$ cat src/rtl/xres_reset_seq_pkg.sv
// Shared types and default parameters for the XRES reset sequencer.
package xres_reset_seq_pkg;

  typedef enum logic [1:0] {
    HOLD     = 2'd0,
    WAIT_CLK = 2'd1,
    CORE     = 2'd2,
    RUN      = 2'd3
  } seq_state_t;

  localparam int DEF_SYNC_STAGES   = 2;
  localparam int DEF_FILTER_CYCLES = 16;
  localparam int DEF_STAGE_GAP     = 8;
  localparam int DEF_GLITCH_CNT_W  = 8;

endpackage

$ cat src/rtl/xres_sync_filter.sv
// Pad XRES synchronizer and cycle-count debounce filter.
// The rejected-glitch counter is present only with XRES_RESET_SEQ_GLITCH_MON_EN.
module xres_sync_filter
  import xres_reset_seq_pkg::*;
#(
  parameter int SYNC_STAGES   = DEF_SYNC_STAGES,
  parameter int FILTER_CYCLES = DEF_FILTER_CYCLES
`ifdef XRES_RESET_SEQ_GLITCH_MON_EN
  ,
  parameter int GLITCH_CNT_W  = DEF_GLITCH_CNT_W
`endif
) (
  input  logic                    clk,
  input  logic                    resetb,
  input  logic                    xres_h_n,
  output logic                    xres_filt
`ifdef XRES_RESET_SEQ_GLITCH_MON_EN
  ,
  output logic [GLITCH_CNT_W-1:0] glitch_cnt
`endif
);

  localparam int CNT_W = $clog2(FILTER_CYCLES);
  localparam logic [CNT_W-1:0] CNT_MAX = CNT_W'(FILTER_CYCLES - 1);

  logic [SYNC_STAGES-1:0] sync_q, sync_d;
  logic [CNT_W-1:0]       cnt_q, cnt_d;
  logic                   filt_q, filt_d;
  logic                   xs;

  assign xs = sync_q[SYNC_STAGES-1];

  always_comb begin
    sync_d = {sync_q[SYNC_STAGES-2:0], xres_h_n};
    filt_d = filt_q;
    cnt_d  = '0;
    // Counter only advances while the sample disagrees; it toggles before it could wrap.
    if (xs != filt_q) begin
      if (cnt_q == CNT_MAX) begin
        filt_d = xs;
      end else begin
        cnt_d = cnt_q + 1'b1;
      end
    end
  end

  always_ff @(posedge clk or negedge resetb) begin
    if (!resetb) begin
      sync_q <= '0;
      cnt_q  <= '0;
      filt_q <= 1'b0;
    end else begin
      sync_q <= sync_d;
      cnt_q  <= cnt_d;
      filt_q <= filt_d;
    end
  end

  assign xres_filt = filt_q;

`ifdef XRES_RESET_SEQ_GLITCH_MON_EN
  logic [GLITCH_CNT_W-1:0] glitch_q, glitch_d;

  always_comb begin
    glitch_d = glitch_q;
    if ((xs == filt_q) && (cnt_q != '0) && (glitch_q != '1)) begin
      glitch_d = glitch_q + 1'b1;
    end
  end

  always_ff @(posedge clk or negedge resetb) begin
    if (!resetb) begin
      glitch_q <= '0;
    end else begin
      glitch_q <= glitch_d;
    end
  end

  assign glitch_cnt = glitch_q;
`endif

endmodule

$ cat src/rtl/xres_reset_seq.sv
// XRES pad consumer: debounced pad level drives an ordered core/peripheral reset release.
// Optional glitch monitor enabled by XRES_RESET_SEQ_GLITCH_MON_EN.
//
// state    | meaning
// HOLD     | both domains held in reset
// WAIT_CLK | pad released, waiting for clk_ok
// CORE     | core released, counting gap to peripheral release
// RUN      | both domains released
module xres_reset_seq
  import xres_reset_seq_pkg::*;
#(
  parameter int SYNC_STAGES   = DEF_SYNC_STAGES,
  parameter int FILTER_CYCLES = DEF_FILTER_CYCLES,
  parameter int STAGE_GAP     = DEF_STAGE_GAP
`ifdef XRES_RESET_SEQ_GLITCH_MON_EN
  ,
  parameter int GLITCH_CNT_W  = DEF_GLITCH_CNT_W
`endif
) (
  input  logic                    clk,
  input  logic                    resetb,
  input  logic                    xres_h_n,
  input  logic                    clk_ok,
  output logic                    xres_filt,
  output logic                    core_resetb,
  output logic                    periph_resetb,
  output logic [1:0]              seq_state
`ifdef XRES_RESET_SEQ_GLITCH_MON_EN
  ,
  output logic [GLITCH_CNT_W-1:0] glitch_cnt
`endif
);

  localparam int GAP_W = (STAGE_GAP > 1) ? $clog2(STAGE_GAP) : 1;
  localparam logic [GAP_W-1:0] GAP_MAX = GAP_W'(STAGE_GAP - 1);

  seq_state_t       state_q, state_d;
  logic [GAP_W-1:0] gap_q, gap_d;
  logic             core_resetb_q, core_resetb_d;
  logic             periph_resetb_q, periph_resetb_d;

  xres_sync_filter #(
    .SYNC_STAGES   (SYNC_STAGES),
    .FILTER_CYCLES (FILTER_CYCLES)
`ifdef XRES_RESET_SEQ_GLITCH_MON_EN
    ,
    .GLITCH_CNT_W  (GLITCH_CNT_W)
`endif
  ) u_sync_filter (
    .clk        (clk),
    .resetb     (resetb),
    .xres_h_n   (xres_h_n),
    .xres_filt  (xres_filt)
`ifdef XRES_RESET_SEQ_GLITCH_MON_EN
    ,
    .glitch_cnt (glitch_cnt)
`endif
  );

  always_ff @(posedge clk or negedge resetb) begin
    if (!resetb) begin
      state_q         <= HOLD;
      gap_q           <= '0;
      core_resetb_q   <= 1'b0;
      periph_resetb_q <= 1'b0;
    end else begin
      state_q         <= state_d;
      gap_q           <= gap_d;
      core_resetb_q   <= core_resetb_d;
      periph_resetb_q <= periph_resetb_d;
    end
  end

  always_comb begin
    state_d = state_q;
    gap_d   = gap_q;
    if (!xres_filt) begin
      state_d = HOLD;
    end else if (!clk_ok && ((state_q == CORE) || (state_q == RUN))) begin
      state_d = HOLD;
    end else begin
      unique case (state_q)
        HOLD:     state_d = WAIT_CLK;
        WAIT_CLK: begin
          if (clk_ok) begin
            state_d = CORE;
            gap_d   = '0;
          end
        end
        CORE: begin
          if (gap_q == GAP_MAX) begin
            state_d = RUN;
          end else begin
            gap_d = gap_q + 1'b1;
          end
        end
        RUN:      state_d = RUN;
        default:  state_d = HOLD;
      endcase
    end
  end

  // Registered from the next state so outputs change on the same edge as the state.
  always_comb begin
    core_resetb_d   = (state_d == CORE) || (state_d == RUN);
    periph_resetb_d = (state_d == RUN);
  end

  assign core_resetb   = core_resetb_q;
  assign periph_resetb = periph_resetb_q;
  assign seq_state     = state_q;

endmodule
$ cat config.mk
export PLATFORM = sky130hd
export DESIGN_NAME = xres_reset_seq
export DESIGN_NICKNAME = d
export VERILOG_FILES = /design/src/rtl/xres_reset_seq_pkg.sv /design/src/rtl/xres_sync_filter.sv /design/src/rtl/xres_reset_seq.sv
export SDC_FILE = /design/constraint.sdc
export NUM_CORES = 1
export LEC_CHECK = 0
export ABC_AREA = 1
export CAP_MARGIN = 5
export CORE_AREA = 2 2 39 41
export CTS_CLUSTER_DIAMETER = 60
export DETAILED_ROUTE_END_ITERATION = 8
export DIE_AREA = 0 0 41 43
export GPL_TIMING_DRIVEN = 0
export PLACE_DENSITY = 0.68
export SLEW_MARGIN = 20
export SYNTH_ARGS = -nofsm -noshare
export SYNTH_HDL_FRONTEND = slang
export SYNTH_SLANG_ARGS = --single-unit
$ cat constraint.sdc
create_clock -name clk -period 1.6 [get_ports clk]
set_clock_uncertainty 0.1 [all_clocks]
set_input_delay 0.16 -clock clk [delete_from_list [all_inputs] [get_ports clk]]
set_output_delay 0.16 -clock clk [all_outputs]
set_load 0.005 [all_outputs]
# Word level (Yosys, flattened, before mapping)
# Cells that the tools add are included.
# totals
ff_bits,14
in_bits,4
output_inout_bits,5
# op_classes
add_sub_neg,2
eq_ne,10
mux,10
bitwise,1
reduce_logical,8
# ops
operator,count
equality test 2 bit (second input constant),4
two-way mux 2 bit,4
two-way mux 4 bit,2
case mux 2 bit (4 select lines),1
two-way mux 3 bit,2
case mux 3 bit (2 select lines),1
AND reduction 5 bit,1
adder 4 x 1 -> 4 bit (second input constant),1
equality test 4 bit (second input constant),1
inequality test 2 bit (second input constant),2
adder 3 x 1 -> 3 bit (second input constant),1
equality test 3 bit (second input constant),1
equality test 2 x 1 -> 1 bit (second input constant),1
logical NOT 2 bit,1
logical OR 1 bit,2
AND reduction 2 bit,1
nonzero test 2 bit,1
logical AND 1 bit,1
logical NOT 1 bit,1
inequality test 1 bit,1
inverter 1 bit,1

# Depth between registers and ports, before layout
# Gate-level depths: netlist of the first run.
# depth
depth_word,7
depth_mapped,8

# Hierarchy
# From an unflattened synthesis of the first run, not the netlist that was laid out.
# hier_totals
cells_unflattened,69
area_unflattened_um2,614.3
# modules_own_cells
mod,n_inst,cells_each,area_each_um2
xres_reset_seq,1,41,339.1
xres_sync_filter,1,28,275.3

# Least setup slack after synthesis of the first run
# Ideal clock, no wire load.
# synth_path
path_kind,register to register
start,register gap_q[0]
end,register gap_q[0]
setup_time_ns,0.116
arrival_time_ns,1.107
required_ns,1.384
setup_slack_ns,0.277
path_stages_with_launch,9
n_path_buf,0
period_less_slack_ns,1.323
cell_sequence,dfrtp_1 > ha_1 > ha_1 > inv_1 > nand3_1 > nand2_2 > nand2_2 > nand2_1 > nand2_1
# synth_between
elab_chain_cells,3
elab_cells_between_ends,6
classes_between,add/sub (1); eq/ne (2); mux (2); reduce/logical (1)
# synth_lines
item,line,source
"start, declared",xres_reset_seq.sv:38,"logic [GAP_W-1:0] gap_q, gap_d;"
"start signal, assigned",xres_reset_seq.sv:68,gap_q <= gap_d;
adder 3 x 1 -> 3 bit or equality test 3 bit (tied branches),"xres_reset_seq.sv:94, xres_reset_seq.sv:91",
two-way mux 3 bit or inequality test 2 bit (tied branches),n/a,
case mux 3 bit (2 select lines) or AND reduction 5 bit (tied branches),n/a,
# Several ways; a longest one is shown, not always the timed one. The select of a mux whose other input is x is not followed.
# A chain may end at the register's enable or synchronous reset.

# Worst setup path in the final report of the first run
# layout_path
start,"register state_q[1], in the netlist seq_state[1]"
end,output seq_state[1]
# layout_rtl
item,line,source
"start, declared",xres_reset_seq.sv:37,"seq_state_t state_q, state_d;"
"start signal, assigned",xres_reset_seq.sv:67,state_q <= state_d;
"end, declared",xres_reset_seq.sv:27,output logic [1:0] seq_state
# No word-level cell between the ends.

==> results of run 1 <==
-- routing by layer --
layer / wire length, µm / global-route usage (%) / share of wire (%) / up-vias
met3: 47 / 4.712 / 5.1 / 4
li1: - / - / - / 229
met1: 419 / 22.18 / 45 / 195
met2: 426 / 20.31 / 46 / 12
met5: 0 / 0 / 0 / -
met4: 32 / 12.00 / 3.5 / 0
-- final cells by class --
type	count	area (µm²)	area share [%]
Sequential cell	14	350.3	47.38
Multi-Input combinational cell	41	207.7	28.09
Timing Repair Buffer	8	80.08	10.83
Inverter	12	45.04	6.091
Clock buffer	4	36.28	4.907
Tap cell	16	20.02	2.707
-- final timing paths --
| check | startpoint | to | depth (start not counted) |
|---|---|---|---|
| setup / recovery | seq_state[1] | seq_state[1] | 1 |
| hold / removal | resetb | periph_resetb | 1 |
| setup reg to reg | gap_q[0] | gap_q[0] | 8 |
| hold reg to reg | u_sync_filter.sync_q[0] | u_sync_filter.sync_q[1] | 0 |
| max in group asynchronous | resetb | u_sync_filter.cnt_q[1] | 1 |
| min in group clk | xres_h_n | u_sync_filter.sync_q[0] | 1 |
-- registers in the layout, indices dropped and copies added (netlist names) --
signal and flops:
core_resetb 1, periph_resetb 1, u_sync_filter.xres_filt 1, u_sync_filter.sync_q 2, seq_state 2, u_sync_filter.cnt_q 4
gap_q 3
-- stage by stage --
stage	setup WS, ns	cells	total power, mW
floorplan	0.2766	67	0.3846
CTS	0.08954	95	0.6496
global route	0.009341	95	0.6704
global placement	0.1790	91	0.4009
finish	0.09685	95	0.6416
detailed placement	0.1453	91	0.4023
-- Yosys cell counts --
cell,count,area (µm²)
inv_2,2,7.510
nand2_1,16,60.06
nor3_1,1,5.000
ha_1,3,37.54
nand3_1,8,40.04
xor2_1,1,8.760
nor2_1,8,30.03
xnor2_1,1,8.760
nand2_2,2,12.51
inv_1,10,37.54
o21ai_1,1,5.000
dfrtp_1,14,350.3
-- cell families (layout without fill, tap and decap cells) --
group	Yosys count	in the layout	synth area share [%]
simple gates	35	35	24.48
fa+ha+maj	3	3	6.225
flops	14	14	58.09
compound gates	1	1	0.8291
buf+inv	12	24	7.470
xor+xnor	2	2	2.905
-- report_power, final --
group	switching (mW)	internal [mW]	total [mW]
Combinational	0.0140	0.0122	0.0262
Sequential	0.00527	0.362	0.367
Clock	0.110	0.139	0.248
Total	0.129	0.513	0.642
==> flow_summary.yaml, run 1 <==
cts:
  clockRootBuffer: "clkbuf_4"
  cts.clk_slew.worst_paths_ns: 0.08
  clock_latency_ns: 0.28
  cts_hold_buf: 0
  cts_max_path_buffers: 2
  cts_tree: "built"
  cts_setup_buffers: 0
  cts_buffers: 3
  ctsResizeCount: 0
  htreeDepth: 1
  clock-sinks: 14
hold_path:
  hp-class: "in -> async"
sta:
  tightest_slew_ns: 0.6048
  hold_viol: 0
  fmaxAchievable_mhz: 665.3
  period_needed_ns: 1.503
  max_slew_margin_pct: 59.55
  fin_crit_sh_pct: 93.95
  drv_slew: 0
  fin_setup_tns_ns: 0
  finalSetupViolCount: 0
  rsz0062_at_grt: "no"
  whs_ns: 0.1563
die:
  die_w_um: 41
  die_y_um: 43
  die-area_um2: 1763
  std_cell_rows: 14
  core_area_um2: 1384
  pin_count: 9
  start_util_pct: 43.58
setup_path:
  end_kind: "primary output"
  reg2reg_slack_ns: 0.14
  cp_top_family: "buffers and inverters"
  arrival_ns: 1.24
  crit_required_ns: 1.34
  slowest_stage: "clkdlybuf4s50_1"
  cp-start-kind: "flip-flop"
  cp_slowest_stage_delay_ns: 0.53
  crit_chain: "clkdlybuf4s50_1"
  cp_num_buf_inv: 1
  path_max_fanout: 5
  crit_type: "reg -> out"
routing:
  drtAntennaViolNets: 0
  wl_um: 925
  drc_errors: 0
  vias: 440
  vias_per_cell: 4.632
  first_pass_iters: 4
  drt_iter0_drc: 8
  wl_per_cell_um: 9.737
place:
  place.gp.congestion: 0.7373
  port_buffers: 8
  hpwl_um: 700.3
  place_area_um2: 703.2
cells_and_area:
  mostFrequentLayoutCells: "16 x nand2_1, 14 x dfrtp_1, 10 x inv_1"
  fillers: 132
  postLayoutCellArea_um2: 739.5
  layout_commonest_cell: "nand2_1"
  finalCoreUtilization_pct: 53.44
  antenna_cells: 0
  syn2layout_area_growth_pct: 22.61
  nets: 87
  layout-drive-gt1-share_pct: 10.13
pwr:
  vdd_ir_drop_max_mv: 0.5223
  p_leak_nw: 0.4042
  p_per_area_nw_per_um2: 867.6
global_routing:
  grt_max_degree: 15
  antenna_found_initial: 0
  overflow: 0
  grt_pass1_vias: 472
  grt_pass1_wl_um: 1835
  track_usage_pct: 16.00
run_status:
  status: "finished, final reports clean"
yosys:
  seq_area_frac_synth_pct: 58.09
  synthDistinctLibCells: 12
  ys_ff_latch: 14
  synth_area_per_cell_um2: 9.001
  yosysWarnings: 0
  postSynthCellCount: 67
  synth_area_um2: 603.1
  syn_nets: 74
job:
  drv_cap: 0
Note: power is estimated with default switching activity, not from simulation.
==> inputs of run 2 (changes only) <==
Settings changed: CTS_CLUSTER_DIAMETER 60 to 100, DONT_BUFFER_PORTS from default to 1, PLACE_DENSITY 0.68 to 0.59.
==> flow_summary.yaml, run 2 (synthesis results as in run 1) <==
run_status:
  status: "finished, final reports clean"
pwr:
  combPwrFrac_pct: 3.8
  p_per_area_nw_per_um2: 944.5
  power_mw: 0.6511
  p_sw_mw: 0.1395
  intPower_mw: 0.5116
  switching_share_pct: 21.43
  clockPowerShare_pct: 39.8
  vdd_ir_drop_max_mv: 0.5365
  p_leak_nw: 0.3881
  p_seq_share_pct: 56.4
sta:
  period_needed_ns: 1.451
  finalSetupViolCount: 0
  hold_viol: 0
  fin_ws_ns: 0.1495
  fmaxAchievable_mhz: 689.4
  drv_slew: 0
  fin_setup_tns_ns: 0
  rsz0062_at_grt: "no"
  max_slew_margin_pct: 59.21
  tightest_slew_ns: 0.6098
  fin_crit_sh_pct: 90.66
place:
  dp_slack_ns: 0.1650
  place_inst: 83
  place_area_um2: 623.1
  port_buffers: 0
  hpwl_um: 675
  place.gp.congestion: 0.7873
setup_path:
  path_max_fanout: 4
  end_kind: "flip-flop"
  r2r_start: "gap_q[0]"
  arrival_ns: 1.53
  reg2reg_slack_ns: 0.15
  cp-start-kind: "flip-flop"
  crit_type: "reg -> reg"
  timing.rr.end: "gap_q[1]"
  reg2regPathDepth: 8
  crit_required_ns: 1.68
global_routing:
  grt_pass1_vias: 407
  grt_max_degree: 15
  overflow: 0
  antenna_found_initial: 0
  track_usage_pct: 14.83
  grt_pass1_wl_um: 1628
cells_and_area:
  largest_reg_flops: 4
  syn2layout_area_growth_pct: 14.32
  final_cells: 90
  layout_commonest_cell: "nand2_1"
  antenna_cells: 0
  regMostFlops: "u_sync_filter.cnt_q"
  nets: 82
  layout-drive-gt1-share_pct: 10.81
  reg.largest.list: "u_sync_filter.cnt_q x4, gap_q x3"
  postLayoutCellArea_um2: 689.4
  mostFrequentLayoutCells: "16 x nand2_1, 14 x dfrtp_1, 10 x inv_1, 8 x nand3_1, 8 x nor2_1"
die:
  die_w_um: 41
  die_y_um: 43
  pin_count: 9
  core_area_um2: 1384
  die-area_um2: 1763
  std_cell_rows: 14
  start_util_pct: 43.58
cts:
  cts_buffers: 3
  cts_max_path_buffers: 2
  cts_tree: "built"
  cts.clk_slew.worst_paths_ns: 0.08
  htreeDepth: 1
  clockRootBuffer: "clkbuf_4"
  clock-sinks: 14
  ctsResizeCount: 0
  clock_latency_ns: 0.29
hold_path:
  whs_endpoint: "periph_resetb"
  min_path_cells: 4
  worstHoldStart: "clk_ok"
  hp-class: "in -> reg"
routing:
  drtAntennaViolNets: 0
  wl_per_cell_um: 10.60
  drt_iter0_drc: 4
  drc_errors: 0
  first_pass_iters: 4
  vias_per_cell: 4.656
  wl_um: 954
  vias: 419
job:
  drv_cap: 0
==> run 2: worst max-delay path: stages, from the launching register on <==
cell     delay [ns]
dfrtp_1        0.41
ha_1           0.21
ha_1           0.17
inv_1          0.05
nand3_1        0.10
nand2_2        0.12
nand2_2        0.08
nand2_1        0.06
nand2_1        0.05
==> run 2: area by class of cell <==
class                   instances  area, µm²
clock buffers                   4      36.28
fillers                       125      694.4
inverters                      12      45.04
multi-input cells              41      207.7
flip-flops and latches         14      350.3
well taps                      16      20.02
repair buffers                  3      30.03
==> run 2: timing repair <==
item | CTS | global route
hold buffers | 3 | 0
endpoints found under the hold margin | 16 | 0
buffers inserted | 0 | 0
==> run 2: routing by layer <==
metal / GRT usage (%) / vias up / wire length, µm
met5: 0 / - / 0
met4: 14.00 / 0 / 48
met3: 4.188 / 5 / 57
met2: 18.75 / 13 / 392
met1: 19.23 / 183 / 454
li1: - / 218 / -
==> run 2: power by group through the flow <==
stage	Combinational [mW]	Clock [mW]	Sequential, mW
floorplan	0.0111	0	0.373
global placement	0.0125	0	0.374
detailed placement	0.0132	0	0.375
CTS	0.0257	0.267	0.367
global route	0.0292	0.281	0.369
finish	0.0245	0.259	0.367
==> run 2: how the worst max path moves through the flow <==
stage / slack, ns / depth (start not counted) / start / end
5_1_grt: 0.06 / 8 / gap_q[0] / gap_q[1]
2_1_floorplan: 0.28 / 8 / gap_q[0] / gap_q[0]
4_1_cts: 0.15 / 8 / gap_q[0] / gap_q[1]
3_5_place_dp: 0.16 / 8 / gap_q[0] / gap_q[1]
6_report: 0.15 / 8 / gap_q[0] / gap_q[1]
3_3_place_gp: 0.18 / 8 / gap_q[0] / gap_q[1]
==> run 2: stage by stage <==
stage / hold slack (ns) / util [%]
6_report: 0.06004 / 49.82
3_3_place_gp: -0.2354 / 45.03
5_1_grt: 0.1015 / 49.82
2_1_floorplan: -0.2356 / -
3_5_place_dp: -0.2354 / 45.03
4_1_cts: 0.06143 / 49.82
==> inputs of run 3 (changes only) <==
Settings changed: SETUP_SLACK_MARGIN from default to 0.1.
==> flow_summary.yaml, run 3 (synthesis results as in run 1) <==
global_routing:
  use_met1_pct: 19.23
  grt.busiest_layer: "met1"
  track_usage_pct: 14.83
  grtUsageMet2_pct: 18.75
  grt_max_degree: 15
  antenna_found_initial: 0
  use_met3_pct: 4.188
  grt_pass1_wl_um: 1628
  grt_pass1_vias: 407
  overflow: 0
die:
  pin_count: 9
  core_area_um2: 1384
  start_util_pct: 43.58
  die-area_um2: 1763
  die_y_um: 43
  std_cell_rows: 14
  die_w_um: 41
cells_and_area:
  antenna_cells: 0
  layout_commonest_cell: "nand2_1"
  fillers: 126
  syn2layout_area_growth_pct: 16.39
  regMostFlops: "u_sync_filter.cnt_q"
  largest_reg_flops: 4
  layout-drive-gt1-share_pct: 13.51
  nets: 82
  reg.largest.list: "u_sync_filter.cnt_q x4, gap_q x3"
  mostFrequentLayoutCells: "16 x nand2_1, 14 x dfrtp_1, 10 x inv_1, 8 x nor2_1, 7 x nand3_1"
pwr:
  intPower_mw: 0.5116
  switching_share_pct: 21.65
  vdd_ir_drop_max_mv: 0.5368
  p_leak_nw: 0.3860
  p_sw_mw: 0.1414
  clockPowerShare_pct: 40.0
  power_mw: 0.6530
  combPwrFrac_pct: 3.8
  p_per_area_nw_per_um2: 930.3
  p_seq_share_pct: 56.2
hold_path:
  min_path_cells: 4
  worstHoldStart: "clk_ok"
  whs_endpoint: "periph_resetb"
  hp-class: "in -> reg"
cts:
  htreeDepth: 1
  cts_max_path_buffers: 2
  clock-sinks: 14
  clockRootBuffer: "clkbuf_4"
  clock_latency_ns: 0.29
  cts_buffers: 3
  cts.clk_slew.worst_paths_ns: 0.08
  cts_tree: "built"
  cts_setup_buffers: 0
sta:
  fin_setup_tns_ns: 0
  tightest_slew_ns: 0.6185
  hold_viol: 0
  finalSetupViolCount: 0
  whs_ns: 0.06049
  rsz0062_at_grt: "no"
  period_needed_ns: 1.412
  fmaxAchievable_mhz: 708.3
  max_slew_margin_pct: 58.63
  fin_ws_ns: 0.1881
  fin_crit_sh_pct: 88.24
  drv_slew: 0
setup_path:
  reg2regPathDepth: 8
  crit_type: "reg -> reg"
  arrival_ns: 1.50
  cp-start-kind: "flip-flop"
  r2r_start: "gap_q[0]"
  crit_required_ns: 1.69
  timing.rr.end: "gap_q[1]"
  end_kind: "flip-flop"
  reg2reg_slack_ns: 0.19
  path_max_fanout: 4
routing:
  vias: 423
  drc_errors: 0
  wl_um: 982
  first_pass_iters: 4
  drtAntennaViolNets: 0
  drt_iter0_drc: 5
  vias_per_cell: 4.700
  wl_per_cell_um: 10.91
place:
  place.gp.congestion: 0.7873
  hpwl_um: 675
  port_buffers: 0
  dp_slack_ns: 0.1650
job:
  drv_cap: 0
run_status:
  status: "finished, final reports clean"
-- run 3: cell count changes in the layout (fill, tap and decap cells not counted) --
cell     delta
ha_1        -1
ha_2        +1
nand2_2     -1
nand2_4     +1
nand3_1     -1
nand3_2     +1
-- run 3: cell type report --
type | count | area [µm²] | area share (%)
repair buffers | 3 | 30.03 | 4.278
well taps | 16 | 20.02 | 2.852
clock buffers | 4 | 36.28 | 5.169
multi-input cells | 41 | 220.2 | 31.37
flip-flops and latches | 14 | 350.3 | 49.91
inverters | 12 | 45.04 | 6.417
-- run 3: worst max-delay path by stage --
stage	from	to	slack, ns	cells past startpoint
6_report	gap_q[0]	gap_q[1]	0.19	8
5_1_grt	gap_q[0]	gap_q[1]	0.11	8
4_1_cts	gap_q[0]	gap_q[1]	0.15	8
3_5_place_dp	gap_q[0]	gap_q[1]	0.16	8
3_3_place_gp	gap_q[0]	gap_q[1]	0.18	8
2_1_floorplan	gap_q[0]	gap_q[0]	0.28	8
-- run 3: power groups by stage --
stage               sequential (mW)  clock [mW]  combinational, mW
finish                        0.367       0.261             0.0247
global placement              0.374           0             0.0125
global route                  0.369       0.281             0.0292
floorplan                     0.373           0             0.0111
detailed placement            0.375           0             0.0132
CTS                           0.367       0.267             0.0257
-- run 3: worst max-delay path: stages (launching register included) --
cell and delay (ns):
dfrtp_1 0.41, ha_2 0.19, ha_1 0.17, inv_1 0.06, nand3_2 0.09, nand2_4 0.10
nand2_2 0.07, nand2_1 0.06, nand2_1 0.05
-- run 3: layer usage --
metal	vias to the layer above	routed length, µm	part of all wire (%)
met5	-	0	0
met4	0	47	4.8
met3	5	47	4.8
met2	11	401	41
met1	189	485	49
li1	218	-	-
-- run 3: metrics by stage --
| step | util [%] | instance area, µm² | std cells |
|---|---|---|---|
| after floorplan | - | 603.1 | 67 |
| after detailed placement | 45.03 | 623.1 | 83 |
| after global routing | 50.72 | 701.9 | 90 |
| after CTS | 49.82 | 689.4 | 90 |
| final | 50.72 | 701.9 | 90 |
| after global placement | 45.03 | 623.1 | 83 |
-- run 3: what timing repair did --
action	4_1_cts	5_1_grt
endpoints found under the hold margin	16	0
resized for setup	0	3
hold buffers	3	0
endpoints found under the setup margin	0	3
